### src/rtl/visumon_pkg.sv
`default_nettype none
// =============================================================================
// Module   : visumon_pkg
// Purpose  : Shared types for the visuMon debug-LED bus (writer and receiver).
// Revision : 1.0
// =============================================================================
package visumon_pkg;

  localparam int LED_COUNT = 64;

  typedef struct packed {
    logic [5:0] ledNo;
    logic [3:0] red;
    logic [3:0] green;
    logic [3:0] blue;
    logic       status;
  } debugInfo_t;

  typedef enum logic [2:0] {
    IDLE   = 3'd0,
    SETUP  = 3'd1,
    STROBE = 3'd2,
    HOLD   = 3'd3,
    LOAD   = 3'd4
  } state_t;

  // Blanking word for one LED: colours and status forced off.
  function automatic debugInfo_t clear_word(input logic [5:0] led_no);
    debugInfo_t w;
    w       = '0;
    w.ledNo = led_no;
    return w;
  endfunction

endpackage
`default_nettype wire

### src/rtl/visumon_fifo.sv
`default_nettype none
// =============================================================================
// Module   : visumon_fifo
// Purpose  : Synchronous show-ahead FIFO with full/empty flags.
// Revision : 1.0
// =============================================================================
module visumon_fifo #(
  parameter int DEPTH = 4,
  parameter int WIDTH = 19
) (
  input  logic             clk,
  input  logic             rst,
  input  logic             i_push,
  input  logic [WIDTH-1:0] i_wdata,
  input  logic             i_pop,
  output logic [WIDTH-1:0] o_rdata,
  output logic             o_full,
  output logic             o_empty
);

  localparam int c_AW = $clog2(DEPTH);

  logic [WIDTH-1:0] r_mem [DEPTH];
  logic [c_AW:0]    r_wptr;
  logic [c_AW:0]    r_rptr;
  logic             w_wr;
  logic             w_rd;

  // Extra pointer bit distinguishes full from empty when the indices match.
  assign o_empty = (r_wptr == r_rptr);
  assign o_full  = (r_wptr[c_AW] != r_rptr[c_AW]) &&
                   (r_wptr[c_AW-1:0] == r_rptr[c_AW-1:0]);
  assign o_rdata = r_mem[r_rptr[c_AW-1:0]];

  assign w_wr = i_push && !o_full;
  assign w_rd = i_pop && !o_empty;

  always_ff @(posedge clk) begin
    if (w_wr) begin
      r_mem[r_wptr[c_AW-1:0]] <= i_wdata;
    end
  end

  always_ff @(posedge clk or posedge rst) begin
    if (rst) begin
      r_wptr <= '0;
      r_rptr <= '0;
    end else begin
      if (w_wr) begin
        r_wptr <= r_wptr + (c_AW+1)'(1);
      end
      if (w_rd) begin
        r_rptr <= r_rptr + (c_AW+1)'(1);
      end
    end
  end

endmodule
`default_nettype wire

### src/rtl/visumon_led_writer.sv
`default_nettype none
// =============================================================================
// Module   : visumon_led_writer
// Purpose  : Buffers LED updates and frames them onto the visuMon bus with cs.
// Revision : 1.0
// =============================================================================
module visumon_led_writer
  import visumon_pkg::*;
#(
  parameter int FIFO_DEPTH    = 4,
  parameter int SETUP_CYCLES  = 2,
  parameter int STROBE_CYCLES = 2,
  parameter int HOLD_CYCLES   = 1
) (
  input  logic       i_clk,
  input  logic       i_reset,
  input  logic       i_valid,
  output logic       o_ready,
  input  logic [5:0] i_ledNo,
  input  logic [3:0] i_red,
  input  logic [3:0] i_green,
  input  logic [3:0] i_blue,
  input  logic       i_on,
  input  logic       i_clearAll,
  output debugInfo_t o_debugInfo,
  output logic       o_cs,
  output logic       o_busy,
  output logic [7:0] o_dropCount
);

  localparam int c_MAX_A   = (SETUP_CYCLES > STROBE_CYCLES) ? SETUP_CYCLES : STROBE_CYCLES;
  localparam int c_MAX_CYC = (c_MAX_A > HOLD_CYCLES) ? c_MAX_A : HOLD_CYCLES;
  localparam int c_CW      = (c_MAX_CYC > 1) ? $clog2(c_MAX_CYC) : 1;

  localparam logic [c_CW-1:0] c_SETUP_LAST  = c_CW'(SETUP_CYCLES - 1);
  localparam logic [c_CW-1:0] c_STROBE_LAST = c_CW'(STROBE_CYCLES - 1);
  localparam logic [c_CW-1:0] c_HOLD_LAST   = c_CW'(HOLD_CYCLES - 1);
  localparam logic [5:0]      c_LAST_LED    = 6'(LED_COUNT - 1);

  state_t          r_state;
  state_t          w_state_next;
  logic [c_CW-1:0] r_cnt;
  logic            w_last;

  debugInfo_t      w_req;
  debugInfo_t      w_head;
  logic            w_full;
  logic            w_empty;
  logic            w_push;
  logic            w_pop;
  logic            w_load_clear;
  logic            w_frame_done;
  logic            w_cs_next;

  debugInfo_t      r_bus;
  logic            r_cs;
  logic [7:0]      r_drop;
  logic            r_clear_pending;
  logic [5:0]      r_clr_cnt;
  logic            r_clr_frame;

  assign w_req  = {i_ledNo, i_red, i_green, i_blue, i_on};
  assign w_push = i_valid && !w_full;

  visumon_fifo #(
    .DEPTH (FIFO_DEPTH),
    .WIDTH ($bits(debugInfo_t))
  ) u_fifo (
    .clk     (i_clk),
    .rst     (i_reset),
    .i_push  (w_push),
    .i_wdata (w_req),
    .i_pop   (w_pop),
    .o_rdata (w_head),
    .o_full  (w_full),
    .o_empty (w_empty)
  );

  always_ff @(posedge i_clk or posedge i_reset) begin
    if (i_reset) begin
      r_state <= IDLE;
    end else begin
      r_state <= w_state_next;
    end
  end

  // Dwell counter restarts on every state change.
  always_ff @(posedge i_clk or posedge i_reset) begin
    if (i_reset) begin
      r_cnt <= '0;
    end else if (w_state_next != r_state) begin
      r_cnt <= '0;
    end else begin
      r_cnt <= r_cnt + c_CW'(1);
    end
  end

  always_comb begin
    w_last = 1'b0;
    case (r_state)
      SETUP:   w_last = (r_cnt == c_SETUP_LAST);
      STROBE:  w_last = (r_cnt == c_STROBE_LAST);
      HOLD:    w_last = (r_cnt == c_HOLD_LAST);
      default: w_last = 1'b0;
    endcase
  end

  always_comb begin
    w_state_next = r_state;
    case (r_state)
      IDLE: begin
        if (r_clear_pending) begin
          w_state_next = LOAD;
        end else if (!w_empty) begin
          w_state_next = SETUP;
        end
      end
      LOAD:    w_state_next = SETUP;
      SETUP:   if (w_last) w_state_next = STROBE;
      STROBE:  if (w_last) w_state_next = HOLD;
      HOLD:    if (w_last) w_state_next = IDLE;
      default: w_state_next = IDLE;
    endcase
  end

  always_comb begin
    w_pop        = (r_state == IDLE) && !r_clear_pending && !w_empty;
    w_load_clear = (r_state == LOAD);
    w_frame_done = (r_state == HOLD) && w_last;
    w_cs_next    = (w_state_next != STROBE);
  end

  // cs comes straight from a flop so visuMon never sees a decode glitch.
  always_ff @(posedge i_clk or posedge i_reset) begin
    if (i_reset) begin
      r_cs  <= 1'b1;
      r_bus <= '0;
    end else begin
      r_cs <= w_cs_next;
      if (w_pop) begin
        r_bus <= w_head;
      end else if (w_load_clear) begin
        r_bus <= clear_word(r_clr_cnt);
      end
    end
  end

  // A new clear request disowns the frame in flight so it cannot advance the restarted count.
  always_ff @(posedge i_clk or posedge i_reset) begin
    if (i_reset) begin
      r_clear_pending <= 1'b0;
      r_clr_cnt       <= '0;
      r_clr_frame     <= 1'b0;
    end else if (i_clearAll) begin
      r_clear_pending <= 1'b1;
      r_clr_cnt       <= '0;
      r_clr_frame     <= 1'b0;
    end else begin
      if (w_load_clear) begin
        r_clr_frame <= 1'b1;
      end else if (w_frame_done) begin
        r_clr_frame <= 1'b0;
      end
      if (w_frame_done && r_clr_frame) begin
        r_clr_cnt <= r_clr_cnt + 6'd1;
        if (r_clr_cnt == c_LAST_LED) begin
          r_clear_pending <= 1'b0;
        end
      end
    end
  end

  always_ff @(posedge i_clk or posedge i_reset) begin
    if (i_reset) begin
      r_drop <= '0;
    end else if (i_valid && w_full && (r_drop != 8'hFF)) begin
      r_drop <= r_drop + 8'd1;
    end
  end

  assign o_ready     = !w_full;
  assign o_debugInfo = r_bus;
  assign o_cs        = r_cs;
  assign o_dropCount = r_drop;
  assign o_busy      = (r_state != IDLE) || !w_empty || r_clear_pending;

endmodule
`default_nettype wire

### config.mk
export PLATFORM = sky130hd
export DESIGN_NAME = visumon_led_writer
export DESIGN_NICKNAME = d
export VERILOG_FILES = /design/src/rtl/visumon_pkg.sv /design/src/rtl/visumon_fifo.sv /design/src/rtl/visumon_led_writer.sv
export SDC_FILE = /design/constraint.sdc
export NUM_CORES = 1
export LEC_CHECK = 0
export CAP_MARGIN = 20
export CORE_MARGIN = 2
export CORE_UTILIZATION = 56
export CTS_CLUSTER_DIAMETER = 80
export DETAILED_ROUTE_END_ITERATION = 12
export PLACE_DENSITY = 0.81
export SETUP_SLACK_MARGIN = 0.05
export SYNTH_ARGS = -nofsm -noshare
export SYNTH_HDL_FRONTEND = slang
export SYNTH_SLANG_ARGS = --single-unit
### constraint.sdc
create_clock -name i_clk -period 2.15 [get_ports i_clk]
set_input_delay 0.645 -clock i_clk [delete_from_list [all_inputs] [get_ports i_clk]]
set_output_delay 0.645 -clock i_clk [all_outputs]
set_load 0.05 [all_outputs]
# == Word-level counts from Yosys, hierarchy flattened ==
# Memories as Yosys holds them, arrays and structs flattened.
# Index checks and enable logic that the tools add are counted.
# totals
n_memories,1
in_bits,23
elab_cells,75
ram_bits,76
reg_bits,46
# classes
n_eq_ne,11
n_reduce_logical,23
n_addsub,5
mux,20
n_bitwise,1
# mem_list
name,words,width,read_ports,rd_clocked_by_memory_dff,write_ports,line_no,source
u_fifo.r_mem,4,19,1,0,1,visumon_fifo.sv:23,logic [WIDTH-1:0] r_mem [DEPTH];
# op_table
operator,n
$mux 19,2
$mux 3,5
$pmux 3 s5,1
$mux 6,2
$logic_and 1x1->1,10
$mux 1,9
$add 8x1->8 const B,1
$ne 8x8->1 const B,1
$add 3x1->3 const B,2
$add 6x1->6 const B,1
$eq 3x2->1 const B,2
$eq 6x6->1 const B,1
$reduce_bool 2->1,3
$reduce_bool 3->1,2
$eq 3x1->1 const B,1
$eq 3x3->1,1
$eq 3x3->1 const B,1
$logic_not 1->1,3
$logic_not 3->1,1
$ne 3x2->1 const B,1
$ne 3x3->1,1
$eq 2x2->1,1
$logic_or 1x1->1,2
$pmux 1 s2,1
other kinds (5),5

# == Logic depth before layout (Yosys ltp) ==
# logic_depth
depth_word,7
mapped_depth,6
depth_no_buf,5

# == Cells and area by module ==
# Synthesis repeated with hierarchy kept, for this count alone.
# unflattened
cells_unflattened,303
hier_area_um2,5044.8
# by_module_without_submodules
mod,n_inst,cells_each,area_each_um2,seq_area_each_um2
visumon_fifo,1,150,3248.1,2432.3
visumon_led_writer,1,153,1796.7,1002.2

# == Least setup slack after synthesis ==
# Ideal clock, no wire load.
# synth_path
kind,reg-to-output
from,reg r_state[2]
to,out o_busy
path_stages_with_launch,3
required_ns,1.505
arrival_time_ns,1.584
n_path_buf,0
setup_slack_ns,-0.079
cell_sequence,dfrtp_1 -> or4_4 -> or4_1
# synth_via
elab_chain_cells,3
# synth_rtl
element,line_no,source
from (decl),visumon_led_writer.sv:40,state_t r_state;
from (signal assigned),visumon_led_writer.sv:83,r_state <= w_state_next;
$reduce_bool 3->1,visumon_led_writer.sv:185,assign o_busy = (r_state != IDLE) || !w_empty || r_clear_pending;
$logic_or 1x1->1 (2 in series),visumon_led_writer.sv:185,
to (decl),visumon_led_writer.sv:27,"output logic o_busy,"
# Every way passes these cells.

# == Worst setup path in the final report ==
# Same ends and word-level chain as after synthesis.

==> metrics <==
GRT Total Usage=0.2311; Peak VDD IR=912.1 uV; Nets=432; Slew HR=0.6248; crit-path max cell delay=0.54 ns; Max Cap Violations=0; Reg area=3435 sq um; largest net degree at the start of global routing=47; CTS tree=built; Fin Clk Skew=0.01208 ns; worst-path fanout max=2; Worst Setup Start Kind=flop; violated checks=setup timing; fraction of the mapped netlist area in simple logic gates=0.1074; Die Wd=98.48 microns; Post-Syn Instances=326; PwrDens=1176 nW/um^2; Post-Synth XOR/XNOR Area=0.03805; yosys warns=0; hold crit path type=in2async; Post-DRT Antenna Nets=0; complex-gate fraction of the synthesized area=0.03780; number of global-route vias before repair=3,115; Avg Vias per Cell=5.759; Unique masters post-synth=45; critical path capture point type=primary output; FFs w/ async S/R, synth=0.3770; Synth area leaders=edfxtp_1 46%, dfrtp_1 23%, mux4_2 8.6%, nand2_1 3.5%, xor2_1 1.9%; post-synth top area cell=edfxtp_1; Bufs and invs on worst path=1; post-CTS setup buffer count=0; Fmax achieved=374.5 MHz; initial antenna violation count=0; global-route wire length before repair=16.50 mm; Root Buffer=clkbuf_8; net count after synthesis=356; I/O pin count=53; Placed Cells=491; Main synth FF type=edfxtp_1; drt initial violations=216; cts-stage hold buffer count=0; Multi-input gate area=1495 sq um; PnR worst setup slack=-0.5202 ns; Yosys top cell area share=0.4566; CTS H-Tree Depth=4; clk sinks=122; largest family of logic cells by synthesized area=simple AND/OR/NAND/NOR gates; CTS clk-pin slew, worst paths=0.06 ns; adder-cell share of the synthesized area=0.01752; Tcrit/Tclk final=1.242; RSZ-0062 raised after global routing=true; synthesized cell area=4999 sq um; total CTS buffers=17; final hold slack=0.4877 ns; die height=98.48 microns; DIE AREA=9697 sq um; Leak Pwr=2.456 nW; multiplexer share of the synthesized area=0.09237; final WL=10.25 mm; Final Hold Viols=0; clock latency on the worst-skew pair=0.52 ns; Placer Congestion=0.7906; flop-to-flop setup slack=0.33 ns; drt drc=0; layout cells sized above 1=0.2699; minimum setup slack after placement=-0.01621 ns; dpl hpwl=6.127 mm; post-layout util=0.7295; cell family with the largest share of critical-path delay=simple AND/OR/NAND/NOR gates; core area=8678 sq um; Non-Filler Instances=523; EDFF count, synth=76; WL/cell=19.59 microns; crit path max-delay cell type=or4_4; status=finished with violations; fill count=549; Antenna diodes=0; Starting Density=0.5760; Seq/Total Area, Yosys=0.6871; Worst Setup Path Type=reg2out; GRT Residual Overflow=0; Final setup viols=2; Syn Area/Cell=15.33 sq um; CP arrival=2.03 ns; Worst-Margin Slew=0.5615 ns; Tmin final=2.670 ns; vias=3,012; largest buffer count on any clock path=2; placement row count=34; drt pass-1 iters=4; Layout area overhead=26.66%; critical path required time=1.50 ns; IO buf count=52; flops & latches, synth=122; Slew Limit Fails=0; CP cell instances=or4_4 -> or4_4 -> buf_6; most common cell type on the critical path=or4_4
[stage by stage]
| stage | area (sq um) | TNS, ns | total power [mW] |
|---|---|---|---|
| 2_1_floorplan | 5002 | 0 | 4.108 |
| 3_3_place_gp | 5747 | -0.01679 | 4.701 |
| 3_5_place_dp | 5747 | -0.01621 | 4.762 |
| 4_1_cts | 6332 | -0.7238 | 7.502 |
| 5_1_grt | 6331 | -0.7870 | 7.762 |
| 6_report | 6331 | -0.6665 | 7.444 |
[layout by cell type (no fill, tap or decap), drive strengths merged, types with 2 or more instances in the layout]
master,n
edfxtp,76
nand2,47
dfrtp,45
buf,45
clkdlybuf4s50,22
o21ai,22
mux4,19
clkbuf,18
inv,15
nand3,13
xor2,11
xnor2,9
nor2,8
a21oi,7
ha,7
nand4,6
and3,4
nor4,4
nor3,3
clkinvlp,3
clkdlybuf4s15,3
mux2,3
or3,2
or4,2
nand2b,2
nand3b,2
and4,2
dlygate4sd2,2
a31oi,2
nor3b,2
[cell type report]
cell class / count / share of cell area
Sequential cell: 122 / 0.5425
Multi-Input combinational cell: 184 / 0.2362
Timing Repair Buffer: 73 / 0.1089
Clock buffer: 17 / 0.06542
Clock inverter: 15 / 0.02332
Tap cell: 108 / 0.02134
Inverter: 4 / 0.002372
[kinds of logic after synthesis]
logic type	Yosys count
AO/OA/AOI/OAI	33
XOR/XNOR	20
adder cells (fa/ha/maj)	7
buffers and inverters	20
flip-flops	122
multiplexers	22
AND/OR/NAND/NOR	102
[power by group]
group          internal, mW  switching [mW]  total (mW)
Clock                  1.48            1.18        2.66
Combinational         0.675           0.968        1.64
Sequential             2.94           0.205        3.14
[worst paths after layout]
check,from,to,depth (start not counted)
max,r_state[2]$_DFF_PP0_,o_busy,3
min,i_reset,r_clr_cnt[2]$_DFFE_PP0P_,3
max reg2reg,u_fifo.r_wptr[0]$_DFFE_PP0P_,o_dropCount[1]$_DFFE_PP0P_,6
min reg2reg,o_dropCount[5]$_DFFE_PP0P_,o_dropCount[5]$_DFFE_PP0P_,1
max in group asynchronous,i_reset,o_cs$_DFF_PP1_,3
min in group i_clk,o_dropCount[5]$_DFFE_PP0P_,o_dropCount[5]$_DFFE_PP0P_,1
[cells in the mapped netlist, types with 3 or more instances]
master / number
nor2_1: 8
edfxtp_1: 76
buf_2: 4
nand4_1: 6
a21oi_1: 7
nor3_1: 3
o21ai_1: 3
nand3_1: 12
and3_1: 4
dfrtp_1: 45
o21ai_0: 19
clkbuf_1: 8
xnor2_1: 7
inv_1: 4
mux4_2: 19
ha_1: 7
nand2_1: 47
xor2_1: 11
[per-layer routing]
layer  share of wire  wire length [microns]  global-route usage  vias to the layer above
met1            0.39                   4024              0.2874                     1493
met2            0.53                   5399              0.3804                      118
met4           0.025                    255              0.1033                        0
li1                -                      -                   -                     1374
met5               0                      0                   0                        -
met3           0.056                    569             0.06738                       27
[registers in the layout (all words and copies together), names as in the netlist]
signal / count
u_fifo.r_mem: 76
o_debugInfo: 19
o_dropCount: 8
r_clr_cnt: 6
r_state: 3
u_fifo.r_rptr: 3
u_fifo.r_wptr: 3
o_cs: 1
r_clear_pending: 1
r_clr_frame: 1
r_cnt: 1
[worst reg2reg max path, cell delays in order (launching register included)]
cell and delay [ns]:
dfrtp_1 0.39, buf_4 0.17, xnor2_2 0.23, nand3_4 0.16, buf_4 0.20, nor3b_2 0.21, mux2_2 0.36
[timing repair]
item,CTS,global route
hold endpoints to repair,0,0
cloned,0,0
setup endpoints to repair,8,6
gates resized for setup,11,4
Note: power is estimated with default switching activity, not from simulation.
